File: src/rtl/gray_position_decoder_pkg.sv
// Shared types and helpers for the Gray position decoder: FSM states,
// turn-counter width and the Gray-to-binary conversion.
package gray_pkg;

  localparam int TURN_W = 8;

  typedef enum logic [1:0] {
    IDLE  = 2'd0,
    TRACK = 2'd1,
    ERROR = 2'd2
  } state_t;

  // Each binary bit is the XOR of its Gray bit and every Gray bit above it;
  // zero-extended upper bits leave narrower codes unaffected.
  function automatic logic [31:0] gray2bin(input logic [31:0] g);
    logic [31:0] b;
    b[31] = g[31];
    for (int i = 30; i >= 0; i--) begin
      b[i] = b[i+1] ^ g[i];
    end
    return b;
  endfunction

endpackage

File: src/rtl/gray_in_filter.sv
// Two-flop synchroniser plus stability filter for the asynchronous Gray input.
// Raises accept for exactly one cycle when a new code has been stable long enough.
module gray_in_filter #(
  parameter int WIDTH         = 4,
  parameter int STABLE_CYCLES = 2
) (
  input  logic             clk,
  input  logic             rst_n,
  input  logic [WIDTH-1:0] gray_in,
  output logic [WIDTH-1:0] cand,
  output logic             accept
);

  localparam int CNT_W = (STABLE_CYCLES > 1) ? $clog2(STABLE_CYCLES) : 1;
  localparam logic [CNT_W-1:0] CNT_MAX = CNT_W'(STABLE_CYCLES - 1);

  logic [WIDTH-1:0] sync_q1;
  logic [WIDTH-1:0] sync_q2;
  logic [WIDTH-1:0] cand_q;
  logic [CNT_W-1:0] cnt;
  logic [WIDTH-1:0] last_code;
  logic [WIDTH-1:0] cand_nxt;
  logic [CNT_W-1:0] cnt_nxt;

  // Acceptance is judged on the filter's next state so the decision lands in
  // the same cycle the code completes its stable run, not one cycle later.
  always_comb begin
    cand_nxt = cand_q;
    cnt_nxt  = cnt;
    if (sync_q2 != cand_q) begin
      cand_nxt = sync_q2;
      cnt_nxt  = '0;
    end else if (cnt != CNT_MAX) begin
      cnt_nxt = cnt + 1'b1;
    end
  end

  assign accept = (cnt_nxt == CNT_MAX) && (cand_nxt != last_code);
  assign cand   = cand_nxt;

  // Synchroniser stage
  always_ff @(posedge clk or negedge rst_n) begin
    if (!rst_n) begin
      sync_q1 <= '0;
      sync_q2 <= '0;
    end else begin
      sync_q1 <= gray_in;
      sync_q2 <= sync_q1;
    end
  end

  // Stability filter stage; last_code advances even when the FSM is frozen,
  // so a code accepted while disabled is never offered again.
  always_ff @(posedge clk or negedge rst_n) begin
    if (!rst_n) begin
      cand_q    <= '0;
      cnt       <= '0;
      last_code <= '0;
    end else begin
      cand_q <= cand_nxt;
      cnt    <= cnt_nxt;
      if (accept) begin
        last_code <= cand_nxt;
      end
    end
  end

endmodule

File: src/rtl/gray_position_decoder.sv
// Gray-coded absolute position decoder: filtered input, binary conversion,
// step/direction tracking and jump detection. Optional turn counter: GRAY_TURN_COUNT_EN.
module gray_position_decoder
  import gray_pkg::*;
#(
  parameter int WIDTH         = 4,
  parameter int STABLE_CYCLES = 2
) (
  input  logic                     clk,
  input  logic                     rst_n,
  input  logic [WIDTH-1:0]         gray_in,
  input  logic                     en,
  input  logic                     clear_err,
  output logic [WIDTH-1:0]         pos_out,
  output logic                     pos_valid,
  output logic                     dir,
  output logic                     step_pulse,
`ifdef GRAY_TURN_COUNT_EN
  output logic                     err,
  output logic signed [TURN_W-1:0] turns
`else
  output logic                     err
`endif
);

  logic [WIDTH-1:0] cand;
  logic             accept;
  logic [WIDTH-1:0] bin;
  logic [WIDTH-1:0] delta;
  logic             step_up;
  logic             step_dn;

  state_t           state;
  state_t           state_nxt;
  logic [WIDTH-1:0] pos_nxt;
  logic             valid_nxt;
  logic             dir_nxt;
  logic             pulse_nxt;
  logic             err_nxt;

  gray_in_filter #(
    .WIDTH        (WIDTH),
    .STABLE_CYCLES(STABLE_CYCLES)
  ) u_filter (
    .clk    (clk),
    .rst_n  (rst_n),
    .gray_in(gray_in),
    .cand   (cand),
    .accept (accept)
  );

  assign bin     = WIDTH'(gray2bin(32'(cand)));
  assign delta   = bin - pos_out;
  assign step_up = (delta == WIDTH'(1));
  assign step_dn = (delta == '1);

`ifdef GRAY_TURN_COUNT_EN
  localparam logic signed [TURN_W-1:0] TURN_ONE = TURN_W'(1);
  logic signed [TURN_W-1:0] turns_nxt;
`endif

  always_comb begin
    state_nxt = state;
    pos_nxt   = pos_out;
    valid_nxt = pos_valid;
    dir_nxt   = dir;
    pulse_nxt = 1'b0;
    err_nxt   = err;
`ifdef GRAY_TURN_COUNT_EN
    turns_nxt = turns;
`endif
    if (en) begin
      case (state)
        IDLE: begin
          if (accept) begin
            state_nxt = TRACK;
            pos_nxt   = bin;
            valid_nxt = 1'b1;
          end
        end
        TRACK: begin
          if (accept) begin
            if (step_up) begin
              dir_nxt   = 1'b1;
              pulse_nxt = 1'b1;
              pos_nxt   = bin;
`ifdef GRAY_TURN_COUNT_EN
              if (bin == '0) turns_nxt = turns + TURN_ONE;
`endif
            end else if (step_dn) begin
              dir_nxt   = 1'b0;
              pulse_nxt = 1'b1;
              pos_nxt   = bin;
`ifdef GRAY_TURN_COUNT_EN
              if (bin == '1) turns_nxt = turns - TURN_ONE;
`endif
            end else begin
              state_nxt = ERROR;
              err_nxt   = 1'b1;
              valid_nxt = 1'b0;
            end
          end
        end
        ERROR: begin
          // Any accept in this cycle is deliberately dropped.
          if (clear_err) begin
            state_nxt = IDLE;
            err_nxt   = 1'b0;
`ifdef GRAY_TURN_COUNT_EN
            turns_nxt = '0;
`endif
          end
        end
        default: begin
          state_nxt = IDLE;
        end
      endcase
    end
  end

  // Output register stage
  always_ff @(posedge clk or negedge rst_n) begin
    if (!rst_n) begin
      state      <= IDLE;
      pos_out    <= '0;
      pos_valid  <= 1'b0;
      dir        <= 1'b0;
      step_pulse <= 1'b0;
      err        <= 1'b0;
    end else begin
      state      <= state_nxt;
      pos_out    <= pos_nxt;
      pos_valid  <= valid_nxt;
      dir        <= dir_nxt;
      step_pulse <= pulse_nxt;
      err        <= err_nxt;
    end
  end

`ifdef GRAY_TURN_COUNT_EN
  always_ff @(posedge clk or negedge rst_n) begin
    if (!rst_n) begin
      turns <= '0;
    end else begin
      turns <= turns_nxt;
    end
  end
`endif

endmodule

File: config.mk
export PLATFORM = sky130hd
export DESIGN_NAME = gray_position_decoder
export DESIGN_NICKNAME = d
export VERILOG_FILES = /design/src/rtl/gray_position_decoder_pkg.sv /design/src/rtl/gray_in_filter.sv /design/src/rtl/gray_position_decoder.sv
export SDC_FILE = /design/constraint.sdc
export NUM_CORES = 1
export LEC_CHECK = 0
export CORE_MARGIN = 2
export CORE_UTILIZATION = 41
export DETAILED_ROUTE_END_ITERATION = 10
export GPL_ROUTABILITY_DRIVEN = 0
export PLACE_DENSITY = 0.66
export SYNTH_ARGS = -nofsm -noshare
export SYNTH_HDL_FRONTEND = slang
export SYNTH_SLANG_ARGS = --single-unit
File: constraint.sdc
create_clock -name clk -period 4 [get_ports clk]
set_clock_uncertainty 0.1 [all_clocks]
set_input_delay 0.4 -clock clk [delete_from_list [all_inputs] [get_ports clk]]
set_output_delay 0.4 -clock clk [all_outputs]
set_load 0.03 [all_outputs]
==> results.cfg <==
[routing]
antenna_left = 0
wl_met1_um = 942
dr.first_iter.drc_count = 32
routed_wl_mm = 2.02
topRoutingLayerUsed = met4
wire_per_inst_um = 13.7
drc = 0
drtPass1Iterations = 4
dr_wl_met3_um = 74
num_vias = 764
route.met2.wl_um = 971
routed_via_density = 5.20

[worst_setup_path]
worst-r2r-cell-count = 12
crit_chain = xor2_2 -> xnor2_1 -> xor2_1 -> ha_1 -> inv_1 -> ha_1 -> or3b_1 -> a21boi_1 -> o31a_1 -> o21ai_1 -> a31oi_4 -> mux2_1
cp.required_ns = 4.13
cp.arrival_ns = 3.76
critPathMostFrequentCell = ha_1
end_kind = flop
cp-start-kind = flop
worst-path-max-fanout = 7
critical_path_class = reg2reg
ff2ff_setup_slack_ns = 0.36
reg2reg_from = u_filter.sync_q2[3]
cpMaxStageDelayCell = dfrtp_1
critPathMaxStageDelay_ns = 0.54
r2r-end = pos_out[2]

[grt]
gr-total-overflow = 0
antenna_found_initial = 0
grt_pass1_vias = 817
gr-usage-all-layers_pct = 14.4
grt_pass1_wl_mm = 3.63
grt_max_degree = 27

[yosys]
synth.distinct_cells = 36
synth_cells = 104
synth_area_per_cell_um2 = 11.7
yosys_register_bits = 26
synth_edf_count = 0
synth-seq-area-share_pct = 53.3
syn-cell-area_um2 = 1220
yosys_warnings = 0
synth_ff_type = dfrtp_1
syn_nets = 114
async_flop_share_pct = 100

[sta]
hold_viol = 0
fmax_mhz = 275
layout_min_cycle_time_ns = 3.64
slew_headroom_pct = 25.6
rsz0062_at_grt = no
fin_setup_tns_ns = 0
worst_pin_slew_ns = 1.11
period_share_pct = 90.9
final-setup-viol-count = 0
fin_ws_ns = 0.362
slew_violations = 0

[place]
port_buffers = 15
dpl.hpwl_mm = 1.51
dp_slack_ns = 0.359
post-place-cells = 143

[die]
core_um2 = 2780
die_h_um = 58.5
num_io_pins = 16
die_area_um2 = 3430
rows = 19
die_x_um = 58.5
start_util_pct = 43.9

[status]
status = complete, no violations

[clocking]
cts_buffer_depth = 2
cts_made_buffers = 3
cts_tree = built
cts_setup_buffers = 0
post_cts_resized = 0
path_clk_slew_ns = 0.14
cts_root_buf = clkbuf_4
clkLatencyLatePin_ns = 0.33
ctsHoldBuffers = 0
ctsHtreeMaxLevel = 1
clock_sinks = 26

[finish]
layoutNonFillerInstCount = 147
fin_nets = 127
final_common_cell = dfrtp_1
nFillCells = 247
drive_above_1_share_pct = 12.1
multi_input_area_um2 = 515
syn2layout_area_growth_pct = 17.5
regArea_um2 = 651
final_cell_mix = dfrtp_1, clkdlybuf4s50_1, inv_1
diodes = 0

[hold_path]
hold_depth = 0
hold_path_class = reg2reg
hold_start = u_filter.sync_q1[3]
hold_path_end = u_filter.sync_q2[3]

[power]
power_uw = 842
leakage_nw = 0.593
pwr_density_cell_nw_per_um2 = 587
vdd_drop_max_uv = 378

[job]
drv_cap = 0
-- logic make-up after synthesis --
logic type	after synthesis	share of synthesized area, %
AND/OR/NAND/NOR	22	11.1
AO/OA/AOI/OAI	19	12.0
flip-flops	26	53.3
adder cells (fa/ha/maj)	2	2.05
XOR/XNOR	13	9.95
buffers and inverters	14	4.41
multiplexers	8	7.18
-- area by class of cell --
type                    instances  area share (%)
flip-flops and latches         26            45.4
multi-input cells              64            36.0
clock buffers                   3            1.57
clock inverters                 1            2.09
inverters                       7            1.83
repair buffers                 15            10.5
well taps                      31            2.71
-- cells in the mapped netlist, drive strengths merged, types with 2 or more instances --
master / n / share of area, %
nand4: 2 / 1.0
nor2: 3 / 0.92
nand3: 2 / 0.82
nor3: 2 / 0.82
dfrtp: 26 / 53
xor2: 7 / 5.6
nand2b: 2 / 1.0
nand2: 4 / 1.2
inv: 7 / 2.2
o21ai: 5 / 2.1
ha: 2 / 2.1
xnor2: 6 / 4.3
mux2i: 2 / 1.6
a21oi: 5 / 2.1
mux2: 6 / 5.5
clkbuf: 6 / 1.8
-- flip-flops by register name (all words and copies together), names as in the netlist --
name / cells
pos_out: 4
u_filter.cand_q: 4
u_filter.last_code: 4
u_filter.sync_q1: 4
u_filter.sync_q2: 4
state: 2
dir: 1
err: 1
pos_valid: 1
step_pulse: 1
-- routing by layer --
metal	up-vias	global-route usage, %
li1	383	-
met1	363	17.7
met2	14	23.9
met3	4	4.62
met4	0	4.98
met5	-	0
-- power breakdown --
part	internal (mW)	switching, mW
registers	0.313	0.0473
clock network	0.101	0.0773
logic	0.148	0.156
-- worst max path at each step --
| stage | start | endpoint | slack [ns] | cells past startpoint |
|---|---|---|---|---|
| final | u_filter.sync_q2[3] | pos_out[2] | 0.36 | 12 |
| after global routing | u_filter.sync_q2[3] | pos_out[2] | 0.06 | 12 |
| after CTS | u_filter.sync_q2[3] | pos_out[2] | 0.32 | 12 |
| after detailed placement | u_filter.sync_q2[3] | pos_out[2] | 0.36 | 12 |
| after global placement | u_filter.sync_q2[2] | pos_out[2] | 0.49 | 12 |
| after floorplan | u_filter.sync_q2[3] | pos_out[2] | 0.71 | 13 |
-- stage by stage --
step                      area, um^2  utilization, %  hold WS, ns
after global routing            1430            51.6        0.286
after detailed placement        1380            49.7        0.240
after CTS                       1430            51.6        0.271
final                           1430            51.6        0.264
after global placement          1380            49.7        0.231
after floorplan                 1220               -      0.00441
-- worst max-delay path, delay by kind of cell, from the launching register on --
kind            cells  cell delay [ns]
compound gates      4             0.85
fa+ha+maj           2             0.45
mux                 1             0.36
simple gates        1             0.36
buf+inv             1             0.08
xor+xnor            3             0.80
flops               1             0.54
Note: power is estimated with default switching activity, not from simulation.
